===== config.mk =====
export PLATFORM = sky130hd
export DESIGN_NAME = beta_mem_decode
export DESIGN_NICKNAME = d
export VERILOG_FILES = /design/src/rtl/beta_mem_decode.sv
export SDC_FILE = /design/constraint.sdc
export NUM_CORES = 1
export LEC_CHECK = 0
export BUFFER_PORTS_ARGS = -buffer_cell sky130_fd_sc_hd__buf_4
export CORE_AREA = 2 2 69 71
export CTS_CLUSTER_DIAMETER = 60
export DETAILED_ROUTE_END_ITERATION = 8
export DIE_AREA = 0 0 71 73
export PLACE_DENSITY_LB_ADDON = 0.1
export SLEW_MARGIN = 20
export SYNTH_ARGS = -nofsm -noshare
export SYNTH_HDL_FRONTEND = slang
export SYNTH_SLANG_ARGS = --single-unit

===== constraint.sdc =====
create_clock -name clk -period 1.9 [get_ports clk]
set_input_delay 0.285 -clock clk [delete_from_list [all_inputs] [get_ports clk]]
set_output_delay 0.285 -clock clk [all_outputs]
set_load 0.01 [all_outputs]

===== src/rtl/beta_mem_decode.sv =====
// Beta memory-port address decoder and shared write-buffer bank controller.
// Decodes regions, drives write enables, and runs the projector bank-swap handshake.
module beta_mem_decode #(
  parameter int unsigned ADDR_W = 12
) (
  input  logic              clk,
  input  logic              reset,
  input  logic [31:0]       beta_ma,
  input  logic              beta_moe,
  input  logic              beta_wr,
  input  logic [31:0]       beta_mdout,
  output logic [2:0]        read_select,
  output logic [ADDR_W-1:0] mem_addr,
  output logic              ram_we,
  output logic              shared_write_we,
  output logic              shared_bank,
  output logic [31:0]       IO_dout,
  input  logic              proj_frame_end,
  output logic              swap_pending
);

  localparam int unsigned REGION_W = 2;
  localparam int unsigned FC_W     = 16;

  localparam logic [1:0] REG_RAM    = 2'd0;
  localparam logic [1:0] REG_IO     = 2'd1;
  localparam logic [1:0] REG_SH_WR  = 2'd3;

  localparam logic [1:0] IO_STATUS  = 2'd0;
  localparam logic [1:0] IO_CONTROL = 2'd1;
  localparam logic [1:0] IO_FCOUNT  = 2'd2;

  localparam logic [1:0] ST_IDLE    = 2'd0;
  localparam logic [1:0] ST_PENDING = 2'd1;
  localparam logic [1:0] ST_SWAP    = 2'd2;

  logic [1:0]          state;
  logic [1:0]          state_next;
  logic [FC_W-1:0]     frame_count;
  logic                overrun;
  logic [REGION_W-1:0] region;
  logic [1:0]          io_offset;
  logic                io_wr;
  logic                ctrl_swap_req;
  logic                fc_clear;
  logic                status_rd;
  logic                sh_wr_drop;
  logic [31:0]         io_rdata;
  logic                unused_bits;

  // Address decode: bits above 15 alias, byte offset ignored.
  assign region      = beta_ma[15:14];
  assign read_select = {1'b0, region};
  assign mem_addr    = beta_ma[ADDR_W+1:2];
  assign io_offset   = mem_addr[1:0];

  assign unused_bits = ^{beta_ma, beta_mdout};

  assign ram_we          = beta_wr & (region == REG_RAM) & ~reset;
  assign shared_write_we = beta_wr & (region == REG_SH_WR) & (state == ST_IDLE) & ~reset;

  assign io_wr         = beta_wr & (region == REG_IO);
  assign ctrl_swap_req = io_wr & (io_offset == IO_CONTROL) & beta_mdout[0];
  assign fc_clear      = io_wr & (io_offset == IO_FCOUNT);
  assign status_rd     = beta_moe & (region == REG_IO) & (io_offset == IO_STATUS);
  assign sh_wr_drop    = beta_wr & (region == REG_SH_WR) & (state != ST_IDLE);

  assign swap_pending = (state != ST_IDLE);

  // IO read data for the currently presented address.
  always_comb begin
    io_rdata = 32'd0;
    case (io_offset)
      IO_STATUS: io_rdata = {13'd0, overrun, swap_pending, shared_bank, frame_count};
      IO_FCOUNT: io_rdata = {16'd0, frame_count};
      default:   io_rdata = 32'd0;
    endcase
  end

  always_ff @(posedge clk) begin
    if (reset) begin
      state <= ST_IDLE;
    end else begin
      state <= state_next;
    end
  end

  // Swap handshake: a frame-end pulse only counts once a request is pending.
  always_comb begin
    state_next = state;
    case (state)
      ST_IDLE:    if (ctrl_swap_req) state_next = ST_PENDING;
      ST_PENDING: if (proj_frame_end) state_next = ST_SWAP;
      ST_SWAP:    state_next = ST_IDLE;
      default:    state_next = ST_IDLE;
    endcase
  end

  always_ff @(posedge clk) begin
    if (reset) begin
      shared_bank <= 1'b0;
      frame_count <= '0;
      overrun     <= 1'b0;
      IO_dout     <= 32'd0;
    end else begin
      if (state == ST_SWAP) begin
        shared_bank <= ~shared_bank;
      end
      // A software clear takes priority over a coincident swap increment.
      if (fc_clear) begin
        frame_count <= '0;
      end else if (state == ST_SWAP) begin
        frame_count <= frame_count + FC_W'(1);
      end
      if (sh_wr_drop) begin
        overrun <= 1'b1;
      end else if (status_rd) begin
        overrun <= 1'b0;
      end
      if (region == REG_IO) begin
        IO_dout <= io_rdata;
      end
    end
  end

endmodule

Word level (Yosys, flattened, before mapping):

Index checks and enable logic that the tools add are counted.

* register bits: 52
* bits of input ports: 69
* word-level logic and storage cells: 41

* add/subtract/negate cells: 1
* eq/ne operators: 8
* muxes and demuxes: 6
* bitwise operators: 14
* reduce and logical (&&, ||, !) cells: 7

Operators with widths (count)
* 19-bit case mux with 2 select lines: 1
* 16-bit by 1-bit adder with 16-bit output, second input constant: 1
* 1-bit AND: 12
* 2-bit by 1-bit equality test with 1-bit output, second input constant: 3
* 2-bit equality test, second input constant: 3
* 2-bit logical NOT: 3
* 2-bit 2-to-1 mux: 2
* 2-bit != test, second input constant: 2
* 2-bit case mux with 2 select lines: 1
* 2-bit nonzero test: 2
* 1-bit 2-to-1 mux: 2
* 1-bit NOT: 2
* 2-bit AND reduction: 1
* 2-bit OR reduction: 1

Logic depth before layout (Yosys ltp):

* depth after elaboration: 6
* depth in mapped cells: 5
* depth with buffers taken out: 5

Worst setup path before layout:

OpenSTA, ideal clock, no wires.

* kind: register to register
* start: reg frame_count[2]
* end: reg frame_count[15]
* library setup time: 0.070 ns
* data arrival time: 1.565 ns
* required time: 1.830 ns
* setup slack: 0.265 ns
* stages on the path, launching flop included: 5
* buffers on the path: 0
* period minus slack after synthesis: 1.635 ns
* cells stage by stage: dfxtp_1 > nand4b_4 > or4_4 > or3_1 > a21oi_1

* cells in the longest elaborated chain, start to end: 1

RTL lines
* start: declaration: RTL line 39 `logic [FC_W-1:0] frame_count;`
* start signal: assignment: RTL line 113 `frame_count <= frame_count + FC_W'(1);`
* 16-bit by 1-bit adder with 16-bit output: RTL line 113

Every way passes these cells.
A chain may end at the register's enable or synchronous reset.

Worst setup path after layout:

* start: reg state[1]
* end: out shared_write_we

* cells in the longest elaborated chain, start to end: 3

RTL lines
* start: declaration: RTL line 37 `logic [1:0] state;`
* start signal: assignment: RTL line 84 `state <= state_next;`
* 2-bit logical NOT: RTL line 60 `assign shared_write_we = beta_wr & (region == REG_SH_WR) & (state == ST_IDLE) & ~reset;`
* 1-bit AND (2 in series): RTL line 60
* end: declaration: RTL line 15 `output logic shared_write_we,`

Every way passes these cells.

==> impl_metrics.prom <==
# TYPE chip_impl_metric gauge
chip_impl_info{name="run_status",value="complete, no violations"} 1
chip_impl_metric{name="number_of_antenna_violations_at_the_first_check_in_global_routing",unit=""} 0
chip_impl_metric{name="fmax",unit="MHz"} 576
chip_impl_metric{name="p_leak",unit="nW"} 0.902
chip_impl_metric{name="die_boundary_width",unit="µm"} 71
chip_impl_metric{name="routed-via-count",unit=""} 1441
chip_impl_metric{name="diodes",unit=""} 0
chip_impl_metric{name="post-cts-setup-buffer-count",unit=""} 0
chip_impl_metric{name="worst-path-max-fanout",unit=""} 5
chip_impl_info{name="min_path_type",value="in -> reg"} 1
chip_impl_metric{name="dr_wl_met3",unit="µm"} 173
chip_impl_info{name="synth_top_cells_by_area",value="dfxtp_1, buf_4, nand3_1"} 1
chip_impl_info{name="rsz_0062_raised_after_global_routing",value="false"} 1
chip_impl_metric{name="core.rowCount",unit=""} 25
chip_impl_metric{name="clk_pin_slew",unit="ns"} 0.07
chip_impl_info{name="critPathCaptureType",value="output pin"} 1
chip_impl_metric{name="final-hold-violation-count",unit=""} 0
chip_impl_metric{name="syn-mean-instance-area",unit="µm²"} 8.44
chip_impl_metric{name="clock_sinks",unit=""} 39
chip_impl_info{name="cp-endpoint",value="shared_write_we"} 1
chip_impl_info{name="timing.hold.worst.start",value="beta_mdout[0]"} 1
chip_impl_metric{name="die_area",unit="mm²"} 0.00518
chip_impl_metric{name="worst_skew_pair.late_latency",unit="ns"} 0.28
chip_impl_metric{name="netSwitchingFraction",unit="%"} 20.9
chip_impl_metric{name="max-vdd-ir-drop",unit="µV"} 271
chip_impl_metric{name="fillers",unit=""} 463
chip_impl_metric{name="synth.yosys.seq_area_share",unit="%"} 42.8
chip_impl_metric{name="route.met2.wl",unit="µm"} 1740
chip_impl_info{name="crit_path_start",value="state[1]"} 1
chip_impl_metric{name="internal_dissipation",unit="mW"} 1.23
chip_impl_metric{name="post-route-period-util",unit="%"} 91.4
chip_impl_metric{name="grt-ovfl-total",unit=""} 0
chip_impl_metric{name="number_of_slew_limit_violations_in_the_final_report",unit=""} 0
chip_impl_metric{name="reg2reg_depth",unit=""} 4
chip_impl_metric{name="max_slew_margin",unit="%"} 61.4
chip_impl_metric{name="core_area",unit="mm²"} 0.00454
chip_impl_metric{name="cts_made_buffers",unit=""} 5
chip_impl_metric{name="drt.antenna.violating_nets",unit=""} 0
chip_impl_metric{name="initial_utilization",unit="%"} 40.2
chip_impl_info{name="layout_commonest_cell",value="buf_4"} 1
chip_impl_metric{name="grt_util_all_layers",unit="%"} 16.0
chip_impl_metric{name="share_of_layout_cells_above_drive_strength_1",unit="%"} 23.8
chip_impl_metric{name="via_per_inst",unit=""} 4.84
chip_impl_metric{name="seq_power_share",unit="%"} 52.5
chip_impl_metric{name="post_synth_inst_count",unit=""} 216
chip_impl_metric{name="finalWirelength",unit="µm"} 3770
chip_impl_metric{name="area.growth.synth_to_final",unit="%"} 17.6
chip_impl_metric{name="io_pins",unit=""} 120
chip_impl_info{name="synth_top_area_cell",value="dfxtp_1"} 1
chip_impl_metric{name="final_setup_violation_count",unit=""} 0
chip_impl_info{name="crit-reg2reg-launch",value="frame_count[3]"} 1
chip_impl_info{name="worst-setup-path-type",value="reg -> out"} 1
chip_impl_info{name="worstReg2RegEnd",value="frame_count[15]"} 1
chip_impl_metric{name="cts_buffer_depth",unit=""} 2
chip_impl_metric{name="max_cap_viols",unit=""} 0
chip_impl_metric{name="detailedRoute.firstIterationViolations",unit=""} 116
chip_impl_metric{name="timing_worst_slew_pin_value",unit="ns"} 0.579
chip_impl_metric{name="cts.hold.buffers_added",unit=""} 0
chip_impl_info{name="synth_top_flop_cell",value="dfxtp_1"} 1
chip_impl_metric{name="fin_tns_setup",unit="ns"} 0
chip_impl_metric{name="wl_met1",unit="µm"} 1830
chip_impl_metric{name="combPwrFrac",unit="%"} 5.9
chip_impl_metric{name="critPathRequiredTime",unit="ns"} 1.62
chip_impl_metric{name="die-height",unit="µm"} 73
chip_impl_metric{name="postSynthRegisterBits",unit=""} 39
chip_impl_metric{name="final.setup_skew",unit="ns"} 0.00337
chip_impl_metric{name="first_pass_iters",unit=""} 4
chip_impl_metric{name="netSwitchingPower",unit="mW"} 0.325
chip_impl_metric{name="grt_max_degree",unit=""} 26
chip_impl_metric{name="post_cts.resized_instances",unit=""} 0
chip_impl_metric{name="io_buffers",unit=""} 36
chip_impl_metric{name="post_synth_num_cell_types",unit=""} 34
chip_impl_metric{name="via_count_of_the_first_global_routing_pass",unit=""} 1344
chip_impl_metric{name="grt_first_pass_wirelength",unit="µm"} 6430
chip_impl_info{name="layout.cells.most_common_list",value="buf_4, dfxtp_1, nand3_1, nor2_1, a21oi_1"} 1
chip_impl_metric{name="finish.net_count",unit=""} 314
chip_impl_info{name="topmost_layer_with_routed_signal_wires",value="met4"} 1
chip_impl_metric{name="crit_arrival",unit="ns"} 1.45
chip_impl_metric{name="cts_max_level",unit=""} 2
chip_impl_metric{name="synth_top_area_share",unit="%"} 42.8
chip_impl_metric{name="synthesis.yosys.warnings",unit=""} 0
chip_impl_metric{name="synthArstFlopShare",unit="%"} 0
chip_impl_metric{name="route.detailed.wl_per_inst",unit="µm"} 12.6
chip_impl_info{name="clock_tree.root_cell",value="clkbuf_8"} 1
chip_impl_metric{name="hold-worst-slack",unit="ns"} 0.243
chip_impl_metric{name="synth_enable_flop_cells",unit=""} 0
chip_impl_metric{name="fin_crit",unit="ns"} 1.74
chip_impl_metric{name="gp_congestion",unit=""} 0.744
chip_impl_info{name="tritoncts",value="built"} 1
chip_impl_metric{name="r2r_setup_slack",unit="ns"} 0.19
chip_impl_metric{name="pwr_density_cell",unit="mW/mm²"} 726
chip_impl_info{name="setup.worst_path.start_class",value="register"} 1
chip_impl_metric{name="post_synth_instance_area",unit="mm²"} 0.00182
chip_impl_metric{name="clkPwrFrac",unit="%"} 41.5
chip_impl_metric{name="drc",unit=""} 0
chip_impl_metric{name="place_hpwl",unit="µm"} 2720
kinds of logic (layout without fill, tap and decap cells):
group / after synthesis / count (layout) / share of synthesized area, %
and+or+nand+nor: 94 / 94 / 27.0
buffers and inverters: 40 / 55 / 14.0
DFF: 39 / 39 / 42.8
AOI/OAI and AO/OA: 26 / 26 / 7.96
xor gates and xnor gates: 14 / 14 / 6.73
adders and majority gates: 1 / 1 / 0.686
other: 1 / 14 / 0.206
muxes: 1 / 1 / 0.549
routing by layer:
metal	up-vias	GRT usage [%]
met5	-	0
met4	0	5.87
met3	2	4.56
met2	35	25.1
met1	652	20.9
li1	752	-
layout make-up:
class / instances / area [µm²] / share of cell area [%]
clock inverter: 1 / 30.0 / 1.40
tap: 54 / 67.6 / 3.15
inverter: 2 / 7.51 / 0.350
sequential: 39 / 781 / 36.4
multi-input combinational: 150 / 841 / 39.2
clock buffer: 6 / 72.6 / 3.38
timing repair buffer: 46 / 345 / 16.1
worst max-delay path, cell delays in order, from the launching register on:
cell and delay, ns:
dfxtp_1 0.34, buf_4 0.15, or2_4 0.27, nor2_2 0.12, and3_1 0.17, buf_4 0.12
registers in the layout, indices dropped and copies added, names as in the netlist:
register and count:
frame_count 16, state 2, overrun 1, shared_bank 1, IO_dout 19
how the worst min path moves through the flow:
| stage | to | slack [ns] | cells after the start |
|---|---|---|---|
| after CTS | state[0] | 0.24 | 2 |
| after detailed placement | IO_dout[10] | 0.44 | 2 |
| after global routing | state[0] | 0.24 | 2 |
| final | state[0] | 0.24 | 2 |
| after global placement | IO_dout[0] | 0.44 | 2 |
| after floorplan | overrun | 0.43 | 2 |
Yosys cell counts, drive strengths merged, types with 2 or more instances:
cell type and n:
a41o 2, nor3 3, xor2 7, or3 2
nor4 3, nor2 23, nand4 5, nand2b 2
buf 29, dfxtp 39, and3 4, xnor2 7
a22oi 2, clkbuf 9, nand2 19, o21ai 2
nor2b 2, nand3 23, a21oi 20
power groups by stage:
stage / logic [mW] / registers [mW] / clock network (mW)
final: 0.0919 / 0.818 / 0.647
after global routing: 0.103 / 0.817 / 0.706
after CTS: 0.0923 / 0.818 / 0.674
after detailed placement: 0.0927 / 0.837 / 0
after global placement: 0.0933 / 0.837 / 0
after floorplan: 0.0991 / 0.837 / 0
metrics by stage:
step	utilization, %	cell area [µm²]	cells	setup slack [ns]	power [mW]
floorplan	-	1870	229	0.265	0.936
global placement	44.9	2040	291	0.203	0.930
detailed placement	44.9	2040	291	0.189	0.929
CTS	47.2	2140	298	0.0413	1.58
global route	47.3	2140	298	0.0624	1.63
finish	47.3	2140	298	0.164	1.56
Note: power is estimated with default switching activity, not from simulation.
